--- src/rtl/mxv_engine.sv ---
// mxv_engine: y = A*x for a run-time N x N unsigned matrix (1..MAX_N), LANES rows per pass.
// Define MXV_SAT_EN for saturating accumulation; otherwise sums wrap modulo 2^ACC_W.
module mxv_engine #(
    parameter int LANES  = 4,
    parameter int DATA_W = 8,
    parameter int MAX_N  = 8,
    parameter int ACC_W  = 20
) (
    input  logic                    clk,
    input  logic                    rst,
    input  logic                    start,
    input  logic [3:0]              mat_size,
    input  logic [MAX_N*DATA_W-1:0] vec_in,
    output logic [LANES-1:0]        ram_rd_en,
    output logic [LANES*4-1:0]      ram_row,
    output logic [LANES*4-1:0]      ram_col,
    input  logic [LANES*DATA_W-1:0] ram_data,
    output logic                    busy,
    output logic                    op_done,
    output logic                    size_err,
    output logic [MAX_N*ACC_W-1:0]  result
);

    localparam int PROD_W = 2 * DATA_W;
`ifdef MXV_SAT_EN
    localparam int SUM_W = ((ACC_W > PROD_W) ? ACC_W : PROD_W) + 1;
`else
    localparam int SUM_W = ACC_W;
`endif
    localparam logic [3:0] MAX_N_L = 4'(MAX_N);
    localparam logic [4:0] LANES_L = 5'(LANES);

    typedef enum logic [1:0] {
        IDLE  = 2'd0,
        RUN   = 2'd1,
        DRAIN = 2'd2,
        DONE  = 2'd3
    } state_t;

    state_t                 state_r;
    logic [3:0]             n_r;
    logic [3:0]             col_r;
    logic [3:0]             col_d_r;
    logic [4:0]             base_r;
    logic [DATA_W-1:0]      x_r [16];
    logic [ACC_W-1:0]       acc_r [LANES];
    logic [LANES-1:0]       rd_en_r;
    logic [LANES-1:0]       rd_en_d_r;
    logic [LANES*4-1:0]     row_r;
    logic [LANES*4-1:0]     colo_r;
    logic                   busy_r;
    logic                   op_done_r;
    logic                   size_err_r;
    logic [MAX_N*ACC_W-1:0] result_r;

    logic                   size_ok_s;
    logic [4:0]             issue_base_s;
    logic [3:0]             issue_n_s;
    logic [LANES-1:0]       issue_act_s;
    logic [4:0]             issue_row_s [LANES];
    logic [4:0]             lane_row_s [LANES];
    logic [PROD_W-1:0]      prod_s [LANES];
    logic [SUM_W-1:0]       sum_s [LANES];
    logic [ACC_W-1:0]       acc_next_s [LANES];

    // Row base and lane activity for the pass about to be issued (first pass from IDLE, next from DRAIN).
    always_comb begin
        size_ok_s = (mat_size != 4'd0) && (mat_size <= MAX_N_L);
        if (state_r == IDLE) begin
            issue_base_s = 5'd0;
            issue_n_s    = mat_size;
        end else begin
            issue_base_s = base_r + LANES_L;
            issue_n_s    = n_r;
        end
        for (int l = 0; l < LANES; l++) begin
            issue_row_s[l] = issue_base_s + 5'(l);
            issue_act_s[l] = (issue_row_s[l] < {1'b0, issue_n_s});
            lane_row_s[l]  = base_r + 5'(l);
        end
    end

    // Per-lane multiply-accumulate on the data returned for the previously issued column.
    always_comb begin
        for (int l = 0; l < LANES; l++) begin
            prod_s[l] = {{DATA_W{1'b0}}, ram_data[l*DATA_W +: DATA_W]} *
                        {{DATA_W{1'b0}}, x_r[col_d_r]};
            sum_s[l]  = SUM_W'(acc_r[l]) + SUM_W'(prod_s[l]);
`ifdef MXV_SAT_EN
            if (|sum_s[l][SUM_W-1:ACC_W]) begin
                acc_next_s[l] = {ACC_W{1'b1}};
            end else begin
                acc_next_s[l] = sum_s[l][ACC_W-1:0];
            end
`else
            acc_next_s[l] = sum_s[l];
`endif
        end
    end

    // Control FSM: read issue, accumulation, per-pass result write-back and status pulses.
    always_ff @(posedge clk or negedge rst) begin
        if (!rst) begin
            state_r    <= IDLE;
            n_r        <= 4'd0;
            col_r      <= 4'd0;
            col_d_r    <= 4'd0;
            base_r     <= 5'd0;
            rd_en_r    <= {LANES{1'b0}};
            rd_en_d_r  <= {LANES{1'b0}};
            row_r      <= {(LANES*4){1'b0}};
            colo_r     <= {(LANES*4){1'b0}};
            busy_r     <= 1'b0;
            op_done_r  <= 1'b0;
            size_err_r <= 1'b0;
            result_r   <= {(MAX_N*ACC_W){1'b0}};
            for (int i = 0; i < 16; i++) begin
                x_r[i] <= {DATA_W{1'b0}};
            end
            for (int l = 0; l < LANES; l++) begin
                acc_r[l] <= {ACC_W{1'b0}};
            end
        end else begin
            op_done_r  <= 1'b0;
            size_err_r <= 1'b0;
            rd_en_d_r  <= rd_en_r;
            col_d_r    <= col_r;
            case (state_r)
                IDLE: begin
                    if (start && size_ok_s) begin
                        state_r  <= RUN;
                        busy_r   <= 1'b1;
                        n_r      <= mat_size;
                        base_r   <= 5'd0;
                        col_r    <= 4'd0;
                        result_r <= {(MAX_N*ACC_W){1'b0}};
                        for (int i = 0; i < MAX_N; i++) begin
                            x_r[i] <= vec_in[i*DATA_W +: DATA_W];
                        end
                        for (int l = 0; l < LANES; l++) begin
                            acc_r[l]           <= {ACC_W{1'b0}};
                            rd_en_r[l]         <= issue_act_s[l];
                            row_r[l*4 +: 4]    <= issue_act_s[l] ? issue_row_s[l][3:0] : 4'd0;
                            colo_r[l*4 +: 4]   <= 4'd0;
                        end
                    end else if (start) begin
                        size_err_r <= 1'b1;
                    end else begin
                        state_r <= IDLE;
                    end
                end
                RUN: begin
                    for (int l = 0; l < LANES; l++) begin
                        if (rd_en_d_r[l]) begin
                            acc_r[l] <= acc_next_s[l];
                        end
                    end
                    if (col_r == n_r - 4'd1) begin
                        state_r <= DRAIN;
                        rd_en_r <= {LANES{1'b0}};
                        row_r   <= {(LANES*4){1'b0}};
                        colo_r  <= {(LANES*4){1'b0}};
                    end else begin
                        col_r <= col_r + 4'd1;
                        for (int l = 0; l < LANES; l++) begin
                            colo_r[l*4 +: 4] <= rd_en_r[l] ? (col_r + 4'd1) : 4'd0;
                        end
                    end
                end
                DRAIN: begin
                    // The last read of the pass lands now, so its sum goes straight to the result slot.
                    for (int s = 0; s < MAX_N; s++) begin
                        for (int l = 0; l < LANES; l++) begin
                            if (rd_en_d_r[l] && (lane_row_s[l] == 5'(s))) begin
                                result_r[s*ACC_W +: ACC_W] <= acc_next_s[l];
                            end
                        end
                    end
                    for (int l = 0; l < LANES; l++) begin
                        acc_r[l] <= {ACC_W{1'b0}};
                    end
                    if (issue_base_s < {1'b0, n_r}) begin
                        state_r <= RUN;
                        base_r  <= issue_base_s;
                        col_r   <= 4'd0;
                        for (int l = 0; l < LANES; l++) begin
                            rd_en_r[l]       <= issue_act_s[l];
                            row_r[l*4 +: 4]  <= issue_act_s[l] ? issue_row_s[l][3:0] : 4'd0;
                            colo_r[l*4 +: 4] <= 4'd0;
                        end
                    end else begin
                        state_r   <= DONE;
                        op_done_r <= 1'b1;
                    end
                end
                DONE: begin
                    state_r <= IDLE;
                    busy_r  <= 1'b0;
                end
                default: begin
                    state_r <= IDLE;
                    busy_r  <= 1'b0;
                    rd_en_r <= {LANES{1'b0}};
                    row_r   <= {(LANES*4){1'b0}};
                    colo_r  <= {(LANES*4){1'b0}};
                end
            endcase
        end
    end

    assign ram_rd_en = rd_en_r;
    assign ram_row   = row_r;
    assign ram_col   = colo_r;
    assign busy      = busy_r;
    assign op_done   = op_done_r;
    assign size_err  = size_err_r;
    assign result    = result_r;

endmodule

--- config.mk ---
export PLATFORM = sky130hd
export DESIGN_NAME = mxv_engine
export DESIGN_NICKNAME = d
export VERILOG_FILES = /design/src/rtl/mxv_engine.sv
export SDC_FILE = /design/constraint.sdc
export NUM_CORES = 2
export LEC_CHECK = 0
export CORE_MARGIN = 2
export CORE_UTILIZATION = 55
export CTS_BUF_LIST = sky130_fd_sc_hd__clkbuf_4 sky130_fd_sc_hd__clkbuf_8
export DETAILED_ROUTE_END_ITERATION = 7
export PLACE_DENSITY = 0.86
export SETUP_SLACK_MARGIN = 0.05
export SYNTH_ARGS = -nofsm -noshare
export SYNTH_HDL_FRONTEND = slang
export SYNTH_SLANG_ARGS = --single-unit
export TNS_END_PERCENT = 100
--- constraint.sdc ---
create_clock -name clk -period 6.1 [get_ports clk]
set_input_delay 1.525 -clock clk [delete_from_list [all_inputs] [get_ports clk]]
set_output_delay 1.525 -clock clk [all_outputs]
set_load 0.01 [all_outputs]
Yosys cells after proc, flatten, opt, wreduce, memory -nomap -nowiden
Index checks and enable logic that the tools add are counted.
{"block": "word_totals", "register_bits": 366, "out_inout_bits": 199, "wordCells": 252, "in_bits": 103}
{"block": "op_classes", "bitwise_logic": 1, "n_mul": 4, "n_eq_ne": 49, "addsub": 13, "n_mux": 84, "reduce_logical": 62, "order_cmp": 7}
{"cell": "20-bit two-way mux", "count": 36}
{"cell": "160-bit case mux with 2 select lines", "count": 1}
{"cell": "80-bit case mux with 3 select lines", "count": 1}
{"cell": "160-bit two-way mux", "count": 1}
{"cell": "16-bit two-way mux", "count": 6}
{"cell": "16-bit case mux with 3 select lines", "count": 2}
{"cell": "20-bit by 16-bit adder with 20-bit output", "count": 4}
{"cell": "5-bit by 3-bit equality test with 1-bit output (second input constant)", "count": 16}
{"cell": "80-bit two-way mux", "count": 1}
{"cell": "8-bit by 8-bit multiplier with 16-bit output", "count": 4}
{"cell": "4-bit two-way mux", "count": 15}
{"cell": "3-bit AND reduction", "count": 14}
{"cell": "5-bit by 2-bit equality test with 1-bit output (second input constant)", "count": 8}
{"cell": "5-bit inequality test (second input constant)", "count": 8}
{"cell": "1-bit logical AND", "count": 34}
{"cell": "8-bit binary-select mux with 4-bit select", "count": 1}
{"cell": "5-bit by 4-bit < comparator with 1-bit output", "count": 5}
{"cell": "4-bit case mux with 3 select lines", "count": 2}
{"cell": "5-bit by 2-bit adder with 5-bit output (second input constant)", "count": 4}
{"cell": "5-bit by 1-bit equality test with 1-bit output (second input constant)", "count": 4}
{"cell": "5-bit zero test", "count": 4}
{"cell": "8-bit two-way mux", "count": 2}
{"cell": "5-bit two-way mux", "count": 3}
{"cell": "2-bit inequality test (second input constant)", "count": 7}
{"cell": "other kinds (23)", "count": 37}

Longest topological paths before layout
{"block": "logic_depth", "ltp_word": 11, "depth_mapped": 25, "depth_no_buf": 20}

Worst setup path after synthesis
OpenSTA, ideal clock, no wires.
{"block": "synth_timing", "kind": "register to register", "start": "register col_d_r[0]", "end": "register result_r[13] (netlist: result[13])", "n_path_buf": 4, "synth_period_minus_slack_ns": 6.459, "t_required_ns": 5.965, "path_stages_with_launch": 24, "t_arrival_ns": 6.324, "setup_time_ns": 0.135, "path_slack_ns": -0.359, "path_cell_list": "dfrtp_1 > clkbuf_1 > buf_2 > mux4_2 > mux2i_1 > nor2_1 > clkbuf_1 > nand2_1 > fa_1 > fa_1 > inv_1 > fa_1 > inv_1 > fa_1 > inv_1 > ha_1 > clkbuf_1 > a21o_1 > a221o_1 > a311oi_1 > xor2_1 > nor2_1 > a2111oi_0 > o31ai_1"}
{"block": "synth_via", "elab_chain_len": 11, "word_cells_on_any_way": 17, "cone_classes": "add/sub: 4; mul: 4; mux: 8; bitwise: 1"}
{"item": "start, declared", "line_no": "43", "source": "logic [3:0] col_d_r;"}
{"item": "start signal, assigned", "line_no": "127", "source": "col_d_r <= col_r;"}
{"item": "4-bit NOT with 5-bit output (implied by the code) *", "line_no": "87", "source": "{{DATA_W{1'b0}}, x_r[col_d_r]};"}
{"item": "8-bit binary-select mux with 4-bit select *", "line_no": "87"}
{"item": "8-bit two-way mux (implied by the code) * (2 in a row)", "line_no": "87"}
{"item": "8-bit by 8-bit multiplier with 16-bit output", "line_no": "86", "source": "prod_s[l] = {{DATA_W{1'b0}}, ram_data[l*DATA_W +: DATA_W]} *"}
{"item": "20-bit by 16-bit adder with 20-bit output", "line_no": "88", "source": "sum_s[l] = SUM_W'(acc_r[l]) + SUM_W'(prod_s[l]);"}
{"item": "20-bit two-way mux (3 in a row)", "line_no": "174", "source": "if (rd_en_d_r[l] && (lane_row_s[l] == 5'(s))) begin"}
{"item": "20-bit two-way mux *", "line_no": "174"}
{"item": "160-bit case mux with 2 select lines *", "line_no": "128", "source": "case (state_r)"}
{"item": "end signal, assigned", "line_no": "116", "source": "result_r <= {(MAX_N*ACC_W){1'b0}};"}
{"item": "end signal, assigned", "line_no": "136", "source": "result_r <= {(MAX_N*ACC_W){1'b0}};"}
{"item": "end signal, assigned by index", "line_no": "175", "source": "result_r[s*ACC_W +: ACC_W] <= acc_next_s[l];"}
{"item": "end, declared", "line_no": "54", "source": "logic [MAX_N*ACC_W-1:0] result_r;"}
Mark *: on every way between the ends. The rest lies on a longest branch, timed or not. The select of a mux whose other input is x is not followed.
A chain may end at the register's enable or synchronous reset.

Worst setup path in the final report
{"block": "layout_timing", "start": "register col_d_r[0]", "end": "register result_r[117] (netlist: result[117])"}
Same word-level chain as after synthesis.

==> metrics <==
MaxCap Viol Count 0; Setup CP Type reg2reg; ys async rst share 100%; crit path DAT approximately 7 ns; Final Slew Violations 0; hold slack 0.484 ns; Starting Density a little under three fifths; GRT Residual Overflow 0; ranking of synthesized cells by area dfrtp_1 (29%), fa_1 (13%), ha_1 (7.7%); Most common cell on crit path buf_12; Worst Tran Pin Value 1.34 ns; setup violators final 83; Syn Area/Cell 9.06 sq um; vias in the first global route 32200; Core Util, Final 75.2%; IO buf count 301; Hold Path Class reg2reg; Slowest-stage cell, CP fa_2; Area growth syn-to-layout 35.6%; cts bufs inserted 67; GP Congestion roughly 1.1; fillcell total about 3500; sequential fraction of the synthesis area 29.5%; die area 58400 sq um; # rows 87; Critical Path RT about 6.7 ns; Post-synth EDFFs 0; Horiz. Die Dim 242 um; Synth area leader dfrtp_1; DR vias 32900; most used flip-flop cell after synthesis dfrtp_1; Clock Pin Slew Worst Setup and Hold Paths 0.06 ns; period utilization 104%; DIE HEIGHT 242 um; top cell type's share of synthesized area between 20% and 30%; DR pass1 iterations 8; final non-filler cell total 4860; initial antenna violation count 13; vias per cell about 6.8; relative slew slack 10.4%; crit-path cells buf_12 -> mux4_2 -> mux2i_2 -> nor2_2 -> buf_12 -> buf_8 -> and2_1 -> fa_1 -> inv_1 -> fa_2 -> fa_2 -> fa_1 -> inv_2 -> ha_4 -> buf_6 -> nand3_2 -> nor3_4 -> o21ai_2 -> o2111ai_2 -> o311ai_2 -> buf_4 -> buf_12 -> a222oi_1 -> o21ai_1; share of cells above drive strength 1 24.9%; RSZ-0062 raised after global routing true; Top Ports 302; CP Max Fanout 8; Fmax 0.157 GHz; type of origin of the critical path register; crit path time final 6.37 ns; antenna viol nets, final 0; final hold violations 0; mean routed wirelength per cell 28.8 um; failing checks design-rule violations, negative setup slack; final net count around 4500; status finished with violations; post-synthesis cell type count just over 90; Synth Register Bits about 370; first-pass GRT wire length approximately 200000 um; drt first-iter violations 5112; Clock Root Buffer clkbuf_8; CTS tree yes; Final HPWL DP between 90000 and 100000 um; Core Box Area 56100 sq um; pre-CTS setup slack -1.06 ns; DRC violations left ~60; largest net degree at the start of global routing 108; routed wire length about 140000 um; Placed Cells incl. Taps 4661; most frequent cells in the layout inv_1 (412), dfrtp_1 (364), buf_4 (363), clkdlybuf4s50_1 (300), nand2_1 (296); clk buf depth 3; clk_lat worst skew 0.72 ns; most common cell after layout, fill and taps aside inv_1; worst setup margin -0.271 ns; Syn Inst Count approximately 3400; Mapped Area 31100 sq um; delay-heaviest family, CP adder cells; Clock Skew 0.0333 ns; slowest cell delay on critical path 0.55 ns; Synthesis Warnings 64; GR Util All Layers 44.6%; syn nets 3920; htree depth 3; # clock sinks 366; WP buf/inv 8; Worst setup EP type register
## repair_timing
action,CTS,global route
gates cloned,2,3
pin swaps,65,120
endpoints found under the hold margin,0,0
setup endpoints to repair,122,121
resized for setup,162,335
hold buffers,0,0
buffers inserted,40,32
## state kept, by name, indices dropped and copies added, names as in the netlist, 4 cells and up
signal     flops
acc_r         80
base_r         5
col_d_r        4
col_r          4
n_r            4
ram_col       16
ram_rd_en      4
ram_row       16
rd_en_d_r      4
result       160
x_r           64
## cell type report
cell class | count | area (sq um) | share of cell area [%]
multi-input cells | 2414 | 21400 | 50.9
well taps | 756 | 946 | 2.25
inverters | 431 | 1620 | 3.84
repair buffers | 771 | 7510 | 17.8
clock inverters | 15 | 193 | 0.457
diodes | 9 | 22.5 | 0.0535
clock buffers | 98 | 1250 | 2.96
flip-flops and latches | 366 | 9160 | 21.7
## routing by layer
layer	share of wire, %	up-vias	GRT usage [%]
met4	9.7	15	31.0
met3	14	1033	17.2
li1	-	13200	-
met2	42	2826	65.6
met1	34	15800	53.9
met5	0.17	-	1.63
## tightest hold or removal path, cell delays in order, from the launching register on
cell and delay (ns):
dfrtp_1 0.34, nand2_1 0.05, o21ai_0 0.06
## Yosys cell counts, drive strengths merged (80+ instances only)
library cell	count
inv	431
dfrtp	366
nand2	311
o21ai	205
fa	200
nor2	194
ha	190
clkbuf	170
a21oi	147
and2	146
a22o	119
a211oi	80
## worst paths after layout
path | startpoint | to | slack [ns] | cells after the start
setup / recovery | col_d_r[0]$_DFF_PN0_ | result[117]$_DFFE_PN0P_ | -0.27 | 24
hold / removal | acc_r[25]$_DFFE_PN0P_ | acc_r[25]$_DFFE_PN0P_ | 0.48 | 2
setup reg to reg | col_d_r[0]$_DFF_PN0_ | result[117]$_DFFE_PN0P_ | -0.27 | 24
hold reg to reg | acc_r[25]$_DFFE_PN0P_ | acc_r[25]$_DFFE_PN0P_ | 0.48 | 2
max in group asynchronous | rst | col_d_r[1]$_DFF_PN0_ | 3.93 | 2
min in group asynchronous | rst | result[143]$_DFFE_PN0P_ | 0.78 | 1
## stage by stage
stage,area [sq um],TNS (ns)
5_1_grt,42100,-21.35
3_5_place_dp,37900,-72.50
2_1_floorplan,31100,0
3_3_place_gp,37900,-61.63
4_1_cts,40400,-0.00487
6_report,42100,-9.29
## kinds of logic (layout without fill, tap and decap cells)
family,count (synthesis),count (layout),synth area share (%)
other,0,9,0
buffers and inverters,648,1315,8.03
AOI/OAI and AO/OA,920,920,20.3
and+or+nand+nor,892,893,14.1
xor gates and xnor gates,56,56,1.63
DFF,366,366,29.5
adders and majority gates,390,390,20.5
muxes,155,155,5.93
Power is not shown: default switching activity piles up to over one toggle a cycle in this logic, so the estimate is an artifact.
